===== src/rtl/front_panel_sequencer.sv =====
// rtl/front_panel_sequencer.sv - Altair front-panel command sequencer and memory-port arbiter
module front_panel_sequencer #(
    parameter int DEBOUNCE_CYCLES = 16,
    parameter int RESET_CYCLES    = 8
) (
    input  logic        clk,
    input  logic        reset,
    input  logic        on_off_sw,
    input  logic        stop_run_sw,
    input  logic        step_sw,
    input  logic        examine_sw,
    input  logic        examine_next_sw,
    input  logic        deposit_sw,
    input  logic        deposit_next_sw,
    input  logic        reset_sw,
    input  logic        clear_sw,
    input  logic [7:0]  sense_addr_sw,
    input  logic [7:0]  data_addr_sw,
    input  logic        cpu_idle,
    output logic        cpu_run,
    output logic        cpu_step,
    output logic        cpu_reset,
    output logic        io_clear,
    output logic        panel_owns_bus,
    output logic        mem_req,
    output logic        mem_we,
    output logic [15:0] mem_addr,
    output logic [7:0]  mem_wdata,
    input  logic        mem_ack,
    input  logic [7:0]  mem_rdata,
    output logic [15:0] panel_addr,
    output logic [7:0]  panel_data,
    output logic        wait_led
);
    localparam int NSW  = 8;
    localparam int DB_W = $clog2(DEBOUNCE_CYCLES + 1);
    localparam int RC_W = $clog2(RESET_CYCLES + 1);

    typedef enum logic [2:0] {S_IDLE, S_GRANT, S_EXAM, S_DEP, S_READBACK, S_STEP, S_RST} state_t;
    typedef enum logic [2:0] {OP_EXAM, OP_EXAM_NEXT, OP_DEP, OP_DEP_NEXT, OP_STEP} op_t;

    logic                     rst;
    logic [NSW-1:0]           raw_sw;
    logic [NSW-1:0]           sync1_q, sync1_d, sync2_q, sync2_d, stable_q, stable_d;
    logic [NSW-2:0]           prev_q, prev_d, evt;
    logic [NSW-1:0][DB_W-1:0] cnt_q, cnt_d;
    state_t                   state_q, state_d;
    op_t                      op_q, op_d;
    logic [RC_W-1:0]          rst_cnt_q, rst_cnt_d;
    logic                     seen_busy_q, seen_busy_d;
    logic                     cpu_step_q, cpu_step_d, cpu_reset_q, cpu_reset_d;
    logic                     io_clear_q, io_clear_d, owns_q, owns_d;
    logic                     mem_req_q, mem_req_d, mem_we_q, mem_we_d;
    logic [15:0]              mem_addr_q, mem_addr_d;
    logic [7:0]               mem_wdata_q, mem_wdata_d, panel_data_q, panel_data_d;
    logic                     run_lvl, ack;

    assign rst    = reset | on_off_sw;
    // bit 7 is the stop/run level; bits 6..0 are momentary switches in rising priority
    assign raw_sw = {stop_run_sw, reset_sw, clear_sw, deposit_next_sw, deposit_sw,
                     examine_next_sw, examine_sw, step_sw};

    always_comb begin
        sync1_d  = raw_sw;
        sync2_d  = sync1_q;
        prev_d   = stable_q[NSW-2:0];
        stable_d = stable_q;
        cnt_d    = cnt_q;
        for (int i = 0; i < NSW; i++) begin
            if (sync2_q[i] == stable_q[i]) begin
                cnt_d[i] = '0;
            end else if (cnt_q[i] == DB_W'(DEBOUNCE_CYCLES - 1)) begin
                stable_d[i] = sync2_q[i];
                cnt_d[i]    = '0;
            end else begin
                cnt_d[i] = cnt_q[i] + 1'b1;
            end
        end
    end

    assign evt     = stable_q[NSW-2:0] & ~prev_q;
    assign run_lvl = stable_q[NSW-1];
    assign cpu_run = run_lvl && (state_q == S_IDLE);
    assign ack     = mem_ack && mem_req_q;

    always_comb begin
        state_d      = state_q;
        op_d         = op_q;
        rst_cnt_d    = rst_cnt_q;
        seen_busy_d  = seen_busy_q;
        cpu_step_d   = 1'b0;
        io_clear_d   = 1'b0;
        cpu_reset_d  = cpu_reset_q;
        owns_d       = owns_q;
        mem_req_d    = mem_req_q;
        mem_we_d     = mem_we_q;
        mem_addr_d   = mem_addr_q;
        mem_wdata_d  = mem_wdata_q;
        panel_data_d = panel_data_q;
        case (state_q)
            S_IDLE: begin
                if (evt[5]) begin
                    io_clear_d = 1'b1;
                end else if (!cpu_run) begin
                    if (evt[4])      begin op_d = OP_DEP_NEXT;  state_d = S_GRANT; end
                    else if (evt[3]) begin op_d = OP_DEP;       state_d = S_GRANT; end
                    else if (evt[2]) begin op_d = OP_EXAM_NEXT; state_d = S_GRANT; end
                    else if (evt[1]) begin op_d = OP_EXAM;      state_d = S_GRANT; end
                    else if (evt[0]) begin op_d = OP_STEP;      state_d = S_GRANT; end
                end
            end
            S_GRANT: begin
                if (cpu_idle) begin
                    if (op_q == OP_STEP) begin
                        cpu_step_d  = 1'b1;
                        seen_busy_d = 1'b0;
                        state_d     = S_STEP;
                    end else begin
                        owns_d    = 1'b1;
                        mem_req_d = 1'b1;
                        mem_we_d  = (op_q == OP_DEP) || (op_q == OP_DEP_NEXT);
                        case (op_q)
                            OP_EXAM:                   mem_addr_d = {sense_addr_sw, data_addr_sw};
                            OP_EXAM_NEXT, OP_DEP_NEXT: mem_addr_d = mem_addr_q + 16'd1;
                            default:                   mem_addr_d = mem_addr_q;
                        endcase
                        if (mem_we_d) begin
                            mem_wdata_d = data_addr_sw;
                            state_d     = S_DEP;
                        end else begin
                            state_d = S_EXAM;
                        end
                    end
                end
            end
            S_EXAM: begin
                if (ack) begin
                    panel_data_d = mem_rdata;
                    mem_req_d    = 1'b0;
                    owns_d       = 1'b0;
                    state_d      = S_IDLE;
                end
            end
            S_DEP: begin
                if (ack) begin
                    mem_req_d = 1'b0;
                    mem_we_d  = 1'b0;
                    state_d   = S_READBACK;
                end
            end
            S_READBACK: begin
                // one idle cycle between the write and the read keeps requests distinct
                if (!mem_req_q) begin
                    mem_req_d = 1'b1;
                end else if (ack) begin
                    panel_data_d = mem_rdata;
                    mem_req_d    = 1'b0;
                    owns_d       = 1'b0;
                    state_d      = S_IDLE;
                end
            end
            S_STEP: begin
                if (!cpu_idle) begin
                    seen_busy_d = 1'b1;
                end else if (seen_busy_q) begin
                    state_d = S_IDLE;
                end
            end
            S_RST: begin
                if (rst_cnt_q == RC_W'(RESET_CYCLES - 1)) begin
                    cpu_reset_d = 1'b0;
                    state_d     = S_IDLE;
                end else begin
                    rst_cnt_d = rst_cnt_q + 1'b1;
                end
            end
            default: state_d = S_IDLE;
        endcase
        if (evt[6]) begin
            state_d      = S_RST;
            rst_cnt_d    = '0;
            cpu_reset_d  = 1'b1;
            cpu_step_d   = 1'b0;
            io_clear_d   = 1'b0;
            owns_d       = 1'b0;
            mem_req_d    = 1'b0;
            mem_we_d     = 1'b0;
            mem_addr_d   = 16'h0000;
            panel_data_d = 8'h00;
        end
    end

    always_ff @(posedge clk) begin
        if (rst) begin
            sync1_q      <= '0;
            sync2_q      <= '0;
            stable_q     <= '0;
            prev_q       <= '0;
            cnt_q        <= '0;
            state_q      <= S_IDLE;
            op_q         <= OP_EXAM;
            rst_cnt_q    <= '0;
            seen_busy_q  <= 1'b0;
            cpu_step_q   <= 1'b0;
            cpu_reset_q  <= 1'b0;
            io_clear_q   <= 1'b0;
            owns_q       <= 1'b0;
            mem_req_q    <= 1'b0;
            mem_we_q     <= 1'b0;
            mem_addr_q   <= 16'h0000;
            mem_wdata_q  <= 8'h00;
            panel_data_q <= 8'h00;
        end else begin
            sync1_q      <= sync1_d;
            sync2_q      <= sync2_d;
            stable_q     <= stable_d;
            prev_q       <= prev_d;
            cnt_q        <= cnt_d;
            state_q      <= state_d;
            op_q         <= op_d;
            rst_cnt_q    <= rst_cnt_d;
            seen_busy_q  <= seen_busy_d;
            cpu_step_q   <= cpu_step_d;
            cpu_reset_q  <= cpu_reset_d;
            io_clear_q   <= io_clear_d;
            owns_q       <= owns_d;
            mem_req_q    <= mem_req_d;
            mem_we_q     <= mem_we_d;
            mem_addr_q   <= mem_addr_d;
            mem_wdata_q  <= mem_wdata_d;
            panel_data_q <= panel_data_d;
        end
    end

    assign cpu_step       = cpu_step_q;
    assign cpu_reset      = cpu_reset_q;
    assign io_clear       = io_clear_q;
    assign panel_owns_bus = owns_q;
    assign mem_req        = mem_req_q;
    assign mem_we         = mem_we_q;
    assign mem_addr       = mem_addr_q;
    assign mem_wdata      = mem_wdata_q;
    assign panel_addr     = mem_addr_q;
    assign panel_data     = panel_data_q;
    assign wait_led       = ~cpu_run;
endmodule


===== config.mk =====
export PLATFORM = sky130hd
export DESIGN_NAME = front_panel_sequencer
export DESIGN_NICKNAME = d
export VERILOG_FILES = /design/src/rtl/front_panel_sequencer.sv
export SDC_FILE = /design/constraint.sdc
export NUM_CORES = 1
export LEC_CHECK = 0
export ABC_AREA = 1
export ABC_CLOCK_PERIOD_IN_PS = 2100
export CAP_MARGIN = 20
export CORE_AREA = 10 10 105 116
export CTS_BUF_LIST = sky130_fd_sc_hd__clkbuf_4
export CTS_CLUSTER_SIZE = 40
export DETAILED_ROUTE_END_ITERATION = 12
export DIE_AREA = 0 0 115 126
export GPL_TIMING_DRIVEN = 0
export PLACE_DENSITY = 0.81
export REMOVE_ABC_BUFFERS = 1
export SETUP_SLACK_MARGIN = 0.05
export SLEW_MARGIN = 20
export SYNTH_ARGS = -nofsm -noshare
export SYNTH_HDL_FRONTEND = slang
export SYNTH_SLANG_ARGS = --single-unit

===== constraint.sdc =====
create_clock -name clk -period 2.1 [get_ports clk]
set_clock_uncertainty 0.2 [all_clocks]
set_input_delay 0.63 -clock clk [delete_from_list [all_inputs] [get_ports clk]]
set_output_delay 0.63 -clock clk [all_outputs]
set_load 0.01 [all_outputs]

# Word level (Yosys, flattened, before mapping)
# Cells that the tools add are included.
# word_totals
n_memories	0
inputBits	37
latchBits	0
regBits	120
wordCells	205
out_inout_bits	56
ramBits	0
romBits	0
# op_classes
order_cmp	0
add_sub_neg	10
n_shift	0
eq_ne	49
n_div	0
multipliers	0
mux	48
reduce_logical	47
bitwise	18
# ops
op	count
2-to-1 mux 3 bit	21
adder 5 x 1 -> 5 bit (second input constant)	8
equality test 5 x 4 -> 1 bit (second input constant)	8
one-hot mux 16 bit (2 select lines)	1
AND reduction 4 bit	7
OR reduction 3 bit	9
inequality test 3 bit (second input constant)	8
inequality test 2 bit (second input constant)	11
AND reduction 2 bit	11
one-hot mux 3 bit (7 select lines)	1
2-to-1 mux 1 bit	18
AND reduction 9 bit	2
adder 16 x 1 -> 16 bit (second input constant)	1
2-to-1 mux 8 bit	2
one-hot mux 8 bit (2 select lines)	1
NOT 1 bit	15
equality test 3 x 2 -> 1 bit (second input constant)	4
equality test 3 bit (second input constant)	4
nonzero test 2 bit	6
equality test 1 bit	8
AND 7 bit	1
inequality test 7 bit (second input constant)	1
NOT 7 bit	1
equality test 3 x 1 -> 1 bit (second input constant)	2
other kinds (14)	21

# Logic depth before layout (Yosys ltp)
# depth
word_depth	11
depth_mapped	11
depth_no_buf	11

# Least setup slack after synthesis
# OpenSTA, ideal clock, no wires.
# synth_path
path_type	input to register
start	input on_off_sw
end	register cnt_q[17] (netlist name)
n_path_buf	1
cell_stages	6
setup_ns	0.080
path_slack_ns	0.352
arrival_time_ns	1.469
required_time_ns	1.820
path_cell_list	nor2_4 inv_2 buf_2 nor3_1 inv_1 nor3b_1
# synth_between
elab_chain_cells	2
# synth_lines
item	line	text
from (decl)	8	input logic on_off_sw,
OR 1 bit	58	assign rst = reset | on_off_sw;
OR reduction 3 bit (no line)	--	
to (signal assigned)	218	cnt_q <= cnt_d;
to (decl)	46	logic [NSW-1:0][DB_W-1:0] cnt_q, cnt_d;
# No other way between the ends.
# A chain may end at the register's enable or synchronous reset.

# Worst setup path in the final report
# layout_path
start	register state_q[0]
end	output cpu_run
# layout_between
elab_chain_cells	2
# layout_lines
item	line	text
from (decl)	47	state_t state_q, state_d;
from (signal assigned)	219	state_q <= state_d;
logical NOT 3 bit	83	assign cpu_run = run_lvl && (state_q == S_IDLE);
logical AND 1 bit	83	
to (decl)	20	output logic cpu_run,
# No other way between the ends.

==> qor.yml <==
gp_congestion: 0.863
grt_pass1_wl_um: 20700
timing.final.crit_share_pct: 105
clock_latency_ps: 520
nNetsFinal: 865
die_y_um: 126
overflow: 0
power.total_mw: 4.11
viasPerCell: 5.19
ys_types: 36
clock_sinks: 120
areaGrowthSynthToFinish_pct: 24.6
status: "finished with violations"
seq_area_frac_synth_pct: 45.3
drt_iter0_markers: 234
max_cap_viol_count: 0
slowest_stage: "dfxtp_4"
r2r_start: "state_q[1]"
core_area_mm2: 0.00979
arrival_ps: 1370
peakVddDrop_mv: 0.460
fillers: 795
drc: 0
worstMarginPinSlew_ps: 594
synthCells: 713
synth_top_cells_by_area: "dfxtp_1 (45%), nor2_1 (10%), inv_1 (6.9%)"
drive_gt1_share_pct: 13.3
period_needed_ps: 2200
finalSetupTns_ps: -186
place_ws_ps: -1390
design.die.area_mm2: 0.0145
cp_max_fo: 4
cp_cell_sequence: "nor2_4, nand2_4, nor2_4, buf_6"
rsz0062_at_grt: "true"
cts.path.max_buffers: 2
ys_warn_count: 0
hold_viol: 0
hpwl_um: 8810
finalMaxSlewViolations: 0
antenna_found_initial: 0
cts-root-buf: "clkbuf_4"
cts_inserted_buffers: 17
fin_ws_ps: -95.8
postCtsHoldBufs: 0
path_class: "reg -> out"
slowest_delay_ps: 370
grt_pass1_vias: 4648
drt.antenna.violating_nets: 0
critPathMostFrequentCell: "nor2_4"
slew_headroom_pct: 60.4
synth_area_leader_cell: "dfxtp_1"
diodes: 0
setup_viol: 2
cts_tree: "yes"
drtPass1Iterations: 6
fmax_mhz: 455
crit_required_ps: 1270
leakagePower_nw: 2.63
dp_cells: 895
cts.htree.levels: 4
synth_top_area_share_pct: 45.3
rows: 38
drt_wl_total_um: 13100
worstSetupStartpointType: "flop"
wire_per_inst_um: 13.9
min_path_type: "reg -> reg"
crit_path_end_kind: "primary output"
clk_pin_slew_ps: 100
syn_area_per_cell_um2: 7.44
cp-startpoint: "state_q[0]"
failed_checks: "setup timing"
hold_start: "sync1_q[5]"
grt_util_all_layers_pct: 17.1
grt_max_degree: 30
die_w_um: 115
io_pins: 93
powerDensity_mw_per_mm2: 621
io_buffers: 92
initial_utilization_pct: 54.2
stdcell_count: 942
ys_ff_latch: 120
dr_total_vias: 4885
synthesis.area_mm2: 0.00530
==> critical path: cells and delay by family, from the launching register on <==
family | cells | cell delay, ps
flip-flops | 1 | 370
buffers and inverters | 1 | 120
AND/OR/NAND/NOR | 3 | 380
==> cells by family (layout without fill, tap and decap cells) <==
group	Yosys count	count (layout)	share of synthesized area, %
adder cells (fa/ha/maj)	18	18	4.25
AND/OR/NAND/NOR	319	322	26.1
AO/OA/AOI/OAI	109	109	11.2
XOR/XNOR	14	14	2.31
buffers and inverters	133	239	10.9
flip-flops	120	120	45.3
==> through the flow <==
step | util [%] | hold WS [ps] | cell area, um^2
after global routing | 67.5 | 232 | 6610
after global placement | 63.2 | 195 | 6190
final | 67.5 | 216 | 6610
after floorplan | - | 194 | 5120
after detailed placement | 63.2 | 200 | 6190
after CTS | 67.0 | 219 | 6560
==> registers in the layout, summed over array words and instances, names as in the netlist, 3 cells and up <==
name and flops:
cnt_q 40, sync1_q 8, op_q 3, state_q 3, mem_addr 16, mem_wdata 8
prev_q 7, rst_cnt_q 4, stable_q 8, panel_data 8, sync2_q 8
==> worst paths after layout <==
kind	to	slack (ps)	depth (start not counted)
setup / recovery	cpu_run	-100	4
hold / removal	sync2_q[5]	220	2
setup reg to reg	mem_addr[3]	180	8
hold reg to reg	sync2_q[5]	220	2
==> synthesized netlist by cell type <==
| cell type | n |
|---|---|
| a211oi_1 | 4 |
| a21oi_1 | 41 |
| a21oi_2 | 1 |
| a311oi_1 | 1 |
| a31oi_1 | 4 |
| buf_1 | 4 |
| buf_2 | 3 |
| buf_4 | 17 |
| buf_6 | 1 |
| clkbuf_1 | 5 |
| clkinv_2 | 1 |
| dfxtp_1 | 120 |
| ha_1 | 18 |
| inv_1 | 97 |
| inv_2 | 5 |
| nand2_1 | 97 |
| nand2_2 | 2 |
| nand3_1 | 39 |
| nand3_4 | 2 |
| nand3b_1 | 3 |
| nand4_1 | 5 |
| nor2_1 | 145 |
| nor2_2 | 4 |
| nor2_4 | 2 |
| nor3_1 | 7 |
| nor3_2 | 2 |
| nor3b_1 | 8 |
| o211ai_1 | 2 |
| o21ai_0 | 44 |
| o21ai_1 | 4 |
| o21bai_1 | 5 |
| o22ai_1 | 1 |
| o31ai_1 | 2 |
| or2_2 | 3 |
| xnor2_1 | 4 |
| xor2_1 | 10 |
==> power by group <==
group | switching [mW] | internal, mW
Clock | 0.861 | 0.824
Sequential | 0.00392 | 2.27
Combinational | 0.0718 | 0.0797
Total | 0.936 | 3.17
==> metal layers <==
| layer | part of all wire [%] | global-route usage (%) | routed length (um) | vias up |
|---|---|---|---|---|
| met5 | 0 | 0 | 0 | - |
| met4 | 2.4 | 7.43 | 312 | 0 |
| met3 | 8.0 | 6.17 | 1050 | 30 |
| met2 | 50 | 29.7 | 6580 | 179 |
| met1 | 39 | 18.1 | 5120 | 2216 |
| li1 | - | - | - | 2460 |
==> layout by cell type, fill, tap and decap left out, types with 4 or more instances in the layout <==
cell type          n
nor2_1           144
dfxtp_1          100
inv_1             96
nand2_1           95
o21ai_0           43
a21oi_1           40
nand3_1           39
clkdlybuf4s50_1   36
clkdlybuf4s15_1   20
dlygate4sd2_1     19
ha_1              18
clkbuf_4          18
clkbuf_2          15
dfxtp_4           14
buf_4             13
xor2_1            10
nor3b_1            8
nor3_1             7
nor2_4             6
dfxtp_2            6
nand4_1            5
o21bai_1           5
o21ai_1            5
a31oi_1            4
xnor2_1            4
a211oi_1           4
clkinvlp_4         4
==> cell type report <==
class / count / area, um^2 / share of cell area, %
Tap cell: 120 / 150 / 2.27
Clock buffer: 18 / 135 / 2.04
Multi-Input combinational cell: 463 / 2390 / 36.2
Timing Repair Buffer: 105 / 922 / 14.0
Inverter: 103 / 395 / 5.98
Sequential cell: 120 / 2460 / 37.3
Clock inverter: 13 / 155 / 2.35
==> timing repair <==
| action | CTS | global route |
|---|---|---|
| gates resized for setup | 104 | 59 |
| buffers inserted | 8 | 5 |
| endpoints found under the setup margin | 101 | 42 |
| cloned | 1 | 2 |
| pin swaps | 4 | 3 |
No activity file was read; power rests on OpenSTA's default activity.
==> patch 1, RTL diff (config.mk and constraints unchanged) <==
`mem_addr_q`, `mem_wdata_q` and `panel_data_q` no longer have a reset.
--- a/src/rtl/front_panel_sequencer.sv
+++ b/src/rtl/front_panel_sequencer.sv
@@ -207,9 +207,6 @@
             owns_q       <= 1'b0;
             mem_req_q    <= 1'b0;
             mem_we_q     <= 1'b0;
-            mem_addr_q   <= 16'h0000;
-            mem_wdata_q  <= 8'h00;
-            panel_data_q <= 8'h00;
         end else begin
             sync1_q      <= sync1_d;
             sync2_q      <= sync2_d;
@@ -226,10 +223,13 @@
             owns_q       <= owns_d;
             mem_req_q    <= mem_req_d;
             mem_we_q     <= mem_we_d;
-            mem_addr_q   <= mem_addr_d;
-            mem_wdata_q  <= mem_wdata_d;
-            panel_data_q <= panel_data_d;
         end
+    end
+
+    always_ff @(posedge clk) begin
+        mem_addr_q   <= mem_addr_d;
+        mem_wdata_q  <= mem_wdata_d;
+        panel_data_q <= panel_data_d;
     end
 
     assign cpu_step       = cpu_step_q;
Behaviour: same outputs for any inputs over 10 cycles, from zero or initial values; that may be too few to reach the edited logic, so the function may still have changed.
==> patch 1 against the original RTL <==
The run still ends with setup timing left; synthesized area fell by 1.1%; cell area fell by 2.6%; via count fell by 4.8%; critical path depth rose by 1; worst setup slack got worse by 0.074 ns; sequential cell count did not move; wire length fell by 8.5%; critical endpoint is now wait_led; largest cell class unchanged.
Power is not compared: it rests on default switching activity, and its combinational part moved more than twofold at a synthesized area within 25%.
==> patch 1: results (changes against the original RTL) <==
Finish
  – Layout non-clock buf frac: 13.5% (was 14.0%)
  – Fill cell count: 815 (was 795)
  – Final Non-Filler Cells: 913 (was 942)
  – Fraction of area in multi-input gates: 34.8% (was 36.2%)
  – Non-clk invs: 106 (was 103)
  – Clock buf count: 21 (was 18)
  – Final net count: 836 (was 865)

Global routing
  – GRT met2 Usage: 27.4% (was 29.7%)
  – Vias in the first global route: 4,437 (was 4,648)
  – Global-route wire length before repair: 19.5 mm (was 20.7 mm)
  – Met1 usage: 18.0% (was 18.1%)
  – Largest net degree at the start of global routing: 29 (was 30)

Critical path
  – FF-to-FF Start: state_q[0] (was state_q[1])
  – Worst R2R Path Depth: 5 (was 8)
  – Crit path DAT: 1.44 ns (was 1.37 ns)

Routing
  – Via-to-Cell Ratio: 5.10 (was 5.19)
  – Routed wl met3: 823 um (was 1.05 mm)
  – WL met2: 5.89 mm (was 6.58 mm)
  – DRT Wirelength: 12.0 mm (was 13.1 mm)

Worst hold path
  – HP Start: sync1_q[6] (was sync1_q[5])

Synthesis
  – Top cells by area, synth: dfxtp_1 43%, nor2_1 9.7%, inv_1 7.2% (was dfxtp_1 45%, nor2_1 10%, inv_1 6.9%)
  – Synth unique cells: 35 (was 36)
  – Gate Count Post-Synth: 688 (was 713)
  – Syn Area/Cell: 7.63 sq um (was 7.44 sq um)
  – Compound-Gate Fraction of Synth Area: 10.0% (was 11.2%)
  – Post-synthesis sequential area ratio: 47.3% (was 45.3%)

Outcome
  – Failing checks: setup timing (unchanged)
  – Status: finished, violations left (unchanged)

Placement
  – GPL Wtd Cong: 0.857 (was 0.863)
  – # placed instances: 871 (was 895)

CTS
  – Worst-Skew Late Latency: 0.54 ns (was 0.52 ns)

STA
  – Worst slew pin tran: 0.504 ns (was 0.594 ns)
  – Worst setup margin: -0.170 ns (was -0.0958 ns)
  – Setup TNS: -0.290 ns (was -0.186 ns)
  – Setup violations, final: 2 (unchanged)
patch 1: cell types whose count changed after synthesis, sizes merged, moves of 4 or more:
cell    before  now
a21oi       42   38
nand2       99   93
o21ai       48   41
inv        102  106
edfxtp       0    8
nor3         9   13
dfxtp      120  112
nor2       151  140
patch 1: cells by family (layout without fill, tap and decap cells):
logic type / after synthesis / in the layout
simple gates: 304 / 306
buf+inv: 135 / 238
flops: 120 / 120
compound gates: 97 / 97
xor+xnor: 14 / 14
fa+ha+maj: 18 / 18
patch 1: report_power, final:
| group | leakage, nW | internal [mW] | switching, mW |
|---|---|---|---|
| Sequential | 0.989 | 2.51 | 0.195 |
| Clock | 0.132 | 0.616 | 0.823 |
| Combinational | 1.54 | 0.487 | 0.533 |
| Total | 2.66 | 3.61 | 1.55 |
patch 1: timing repair:
action | CTS | global route
cloned | 1 | 1
pin swaps | 2 | 4
endpoints found under the setup margin | 95 | 43
setup buffers | 4 | 5
resized for setup | 136 | 43
==> patch 2, RTL diff (config.mk and constraints unchanged) <==
Made on the original files. Set the parameter `DEBOUNCE_CYCLES` to 8 (it was 16).
--- a/src/rtl/front_panel_sequencer.sv
+++ b/src/rtl/front_panel_sequencer.sv
@@ -1,6 +1,6 @@
 // rtl/front_panel_sequencer.sv - Altair front-panel command sequencer and memory-port arbiter
 module front_panel_sequencer #(
-    parameter int DEBOUNCE_CYCLES = 16,
+    parameter int DEBOUNCE_CYCLES = 8,
     parameter int RESET_CYCLES    = 8
 ) (
     input  logic        clk,
Function: no difference found for any inputs over 10 cycles, from zero or initial values; that may be too few to reach the edited logic, so the function may still have changed.
==> patch 2 against the original RTL <==
The flow still finishes with violations (setup timing); synthesized area down 8.4%; largest power group unchanged; cell area down 8.3%; sequential cell count down 8; worst setup slack worse by 0.00099 ns; wire length down 12%; clock power down 30%; critical path type unchanged; synthesized cell count down 8.4%; largest cell class unchanged; critical endpoint is now wait_led; highest routed layer unchanged; total power down 16%; critical path depth up 1.
==> patch 2: results (changes against the original RTL) <==
Outcome
  – Status: finished, violations left (unchanged)
  – Failing checks: setup timing (unchanged)

CTS
  – Worst-Skew Late Latency: 0.46 ns (was 0.52 ns)
  – Worst-path clk slew: 0.16 ns (was 0.10 ns)
  – CTS Buf Count: 9 (was 17)
  – H-tree depth: 3 (was 4)

Pwr
  – VDD IR-drop max: 0.297 mV (was 0.460 mV)
  – Pleak: 2.59 nW (was 2.63 nW)
  – Internal power: 2.71 mW (was 3.17 mW)
  – Sequential share of power: 61.5% (was 55.3%)
  – Clk. pwr: 1.18 mW (was 1.68 mW)

Routing
  – DRT Wirelength: 11.5 mm (was 13.1 mm)
  – Initial drt markers: 174 (was 234)
  – Avg WL per Cell: 13.2 um (was 13.9 um)
  – DR pass1 iterations: 5 (was 6)
  – Via count: 4,465 (was 4,885)

STA
  – Worst slew pin tran: 0.575 ns (was 0.594 ns)
  – Setup violations, final: 2 (unchanged)
  – Worst setup margin: -0.0968 ns (was -0.0958 ns)
  – Setup TNS: -0.134 ns (was -0.186 ns)

Global routing
  – Antenna violations before repair: 0 (unchanged)
  – Met1 usage: 16.1% (was 18.1%)
  – M3 GR Usage: 3.89% (was 6.17%)
  – Global-route wire length before repair: 18.7 mm (was 20.7 mm)
  – Overall Global Routing Usage: 15.1% (was 17.1%)
  – GRT met2 Usage: 27.8% (was 29.7%)
  – Vias in the first global route: 4,260 (was 4,648)
  – Largest net degree at the start of global routing: 29 (was 30)

Finish
  – Fill cell count: 887 (was 795)
  – Max reg flops: 32 (was 40)
  – Layout cell share with drive strength beyond 1: 11.2% (was 13.3%)
  – Final net count: 792 (was 865)
  – ANT cells: 0 (unchanged)

Critical path
  – Worst Path Max Fanout: 5 (was 4)
  – Peak per-stage delay on the critical path: 0.40 ns (was 0.37 ns)
  – CP delay by family, top: flip-flops (was simple AND/OR/NAND/NOR gates)

Placement
  – Detail Placement HPWL: 8.35 mm (was 8.81 mm)
  – # placed instances: 836 (was 895)
  – GPL Wtd Cong: 0.865 (was 0.863)

Synthesis
  – Synth cell count leaders: 148 x nor2_1, 112 x dfxtp_1, 88 x nand2_1, 75 x inv_1, 52 x o21ai_0 (was 145 x nor2_1, 120 x dfxtp_1, 97 x inv_1, 97 x nand2_1, 44 x o21ai_0)
  – Syn Area/Cell: 7.44 sq um (about the same)
  – Synth Flop Type: dfxtp_1 (unchanged)
  – Compound-Gate Fraction of Synth Area: 11.8% (was 11.2%)
  – Top cells by area, synth: dfxtp_1 46%, nor2_1 11%, nand2_1 6.8% (was dfxtp_1 45%, nor2_1 10%, inv_1 6.9%)
  – Post-synthesis sequential area ratio: 46.1% (was 45.3%)
  – Area share of fa/ha/maj cells after synthesis: 2.58% (was 4.25%)
  – Post-synthesis xor/xnor area fraction: 2.70% (was 2.31%)
## patch 2: cell count changes after synthesis, sizes merged, moves of 5 or more
cell	delta
ha	-8
inv	-23
o21ai	+8
nand2	-10
dfxtp	-8
o21bai	-5
nand3	-10
a21oi	-7
## patch 2: layer usage
layer | vias to the layer above | part of all wire [%]
met5 | - | 0
met4 | 0 | 1.6
met3 | 19 | 7.2
met2 | 125 | 50
met1 | 2053 | 41
li1 | 2268 | -
## patch 2: path summary, 6_finish.rpt
kind,start,to,slack (ns),cells past startpoint
max,state_q[0],wait_led,-0.1,5
min,sync1_q[6],sync2_q[6],0.22,2
max reg2reg,state_q[1],mem_addr[3],0.20,10
min reg2reg,sync1_q[6],sync2_q[6],0.22,2
## patch 2: final cells by class
type                            instances  share of cell area [%]
Clock inverter                          5                    1.32
Clock buffer                           11                    1.36
Multi-Input combinational cell        433                    35.6
Timing Repair Buffer                  109                    16.1
Tap cell                              120                    2.48
Sequential cell                       112                    38.0
Inverter                               80                    5.18
## patch 2: per-stage QoR
| stage | instance area (sq um) | total power, mW | worst slack, ns | utilization [%] |
|---|---|---|---|---|
| after CTS | 6000 | 3.48 | -0.114 | 61.3 |
| after global placement | 5740 | 2.32 | -1.12 | 58.6 |
| final | 6060 | 3.45 | -0.0968 | 61.9 |
| after floorplan | 4670 | 2.24 | 0.0206 | - |
| after detailed placement | 5740 | 2.32 | -1.19 | 58.6 |
| after global routing | 6060 | 3.57 | -0.163 | 61.9 |
## patch 2: timing repair
action | in CTS | in global routing
gates cloned | 1 | 0
resized for setup | 105 | 8
setup buffers | 10 | 7
hold endpoints to repair | 0 | 0
pin swaps | 4 | 3
setup endpoints to repair | 99 | 16
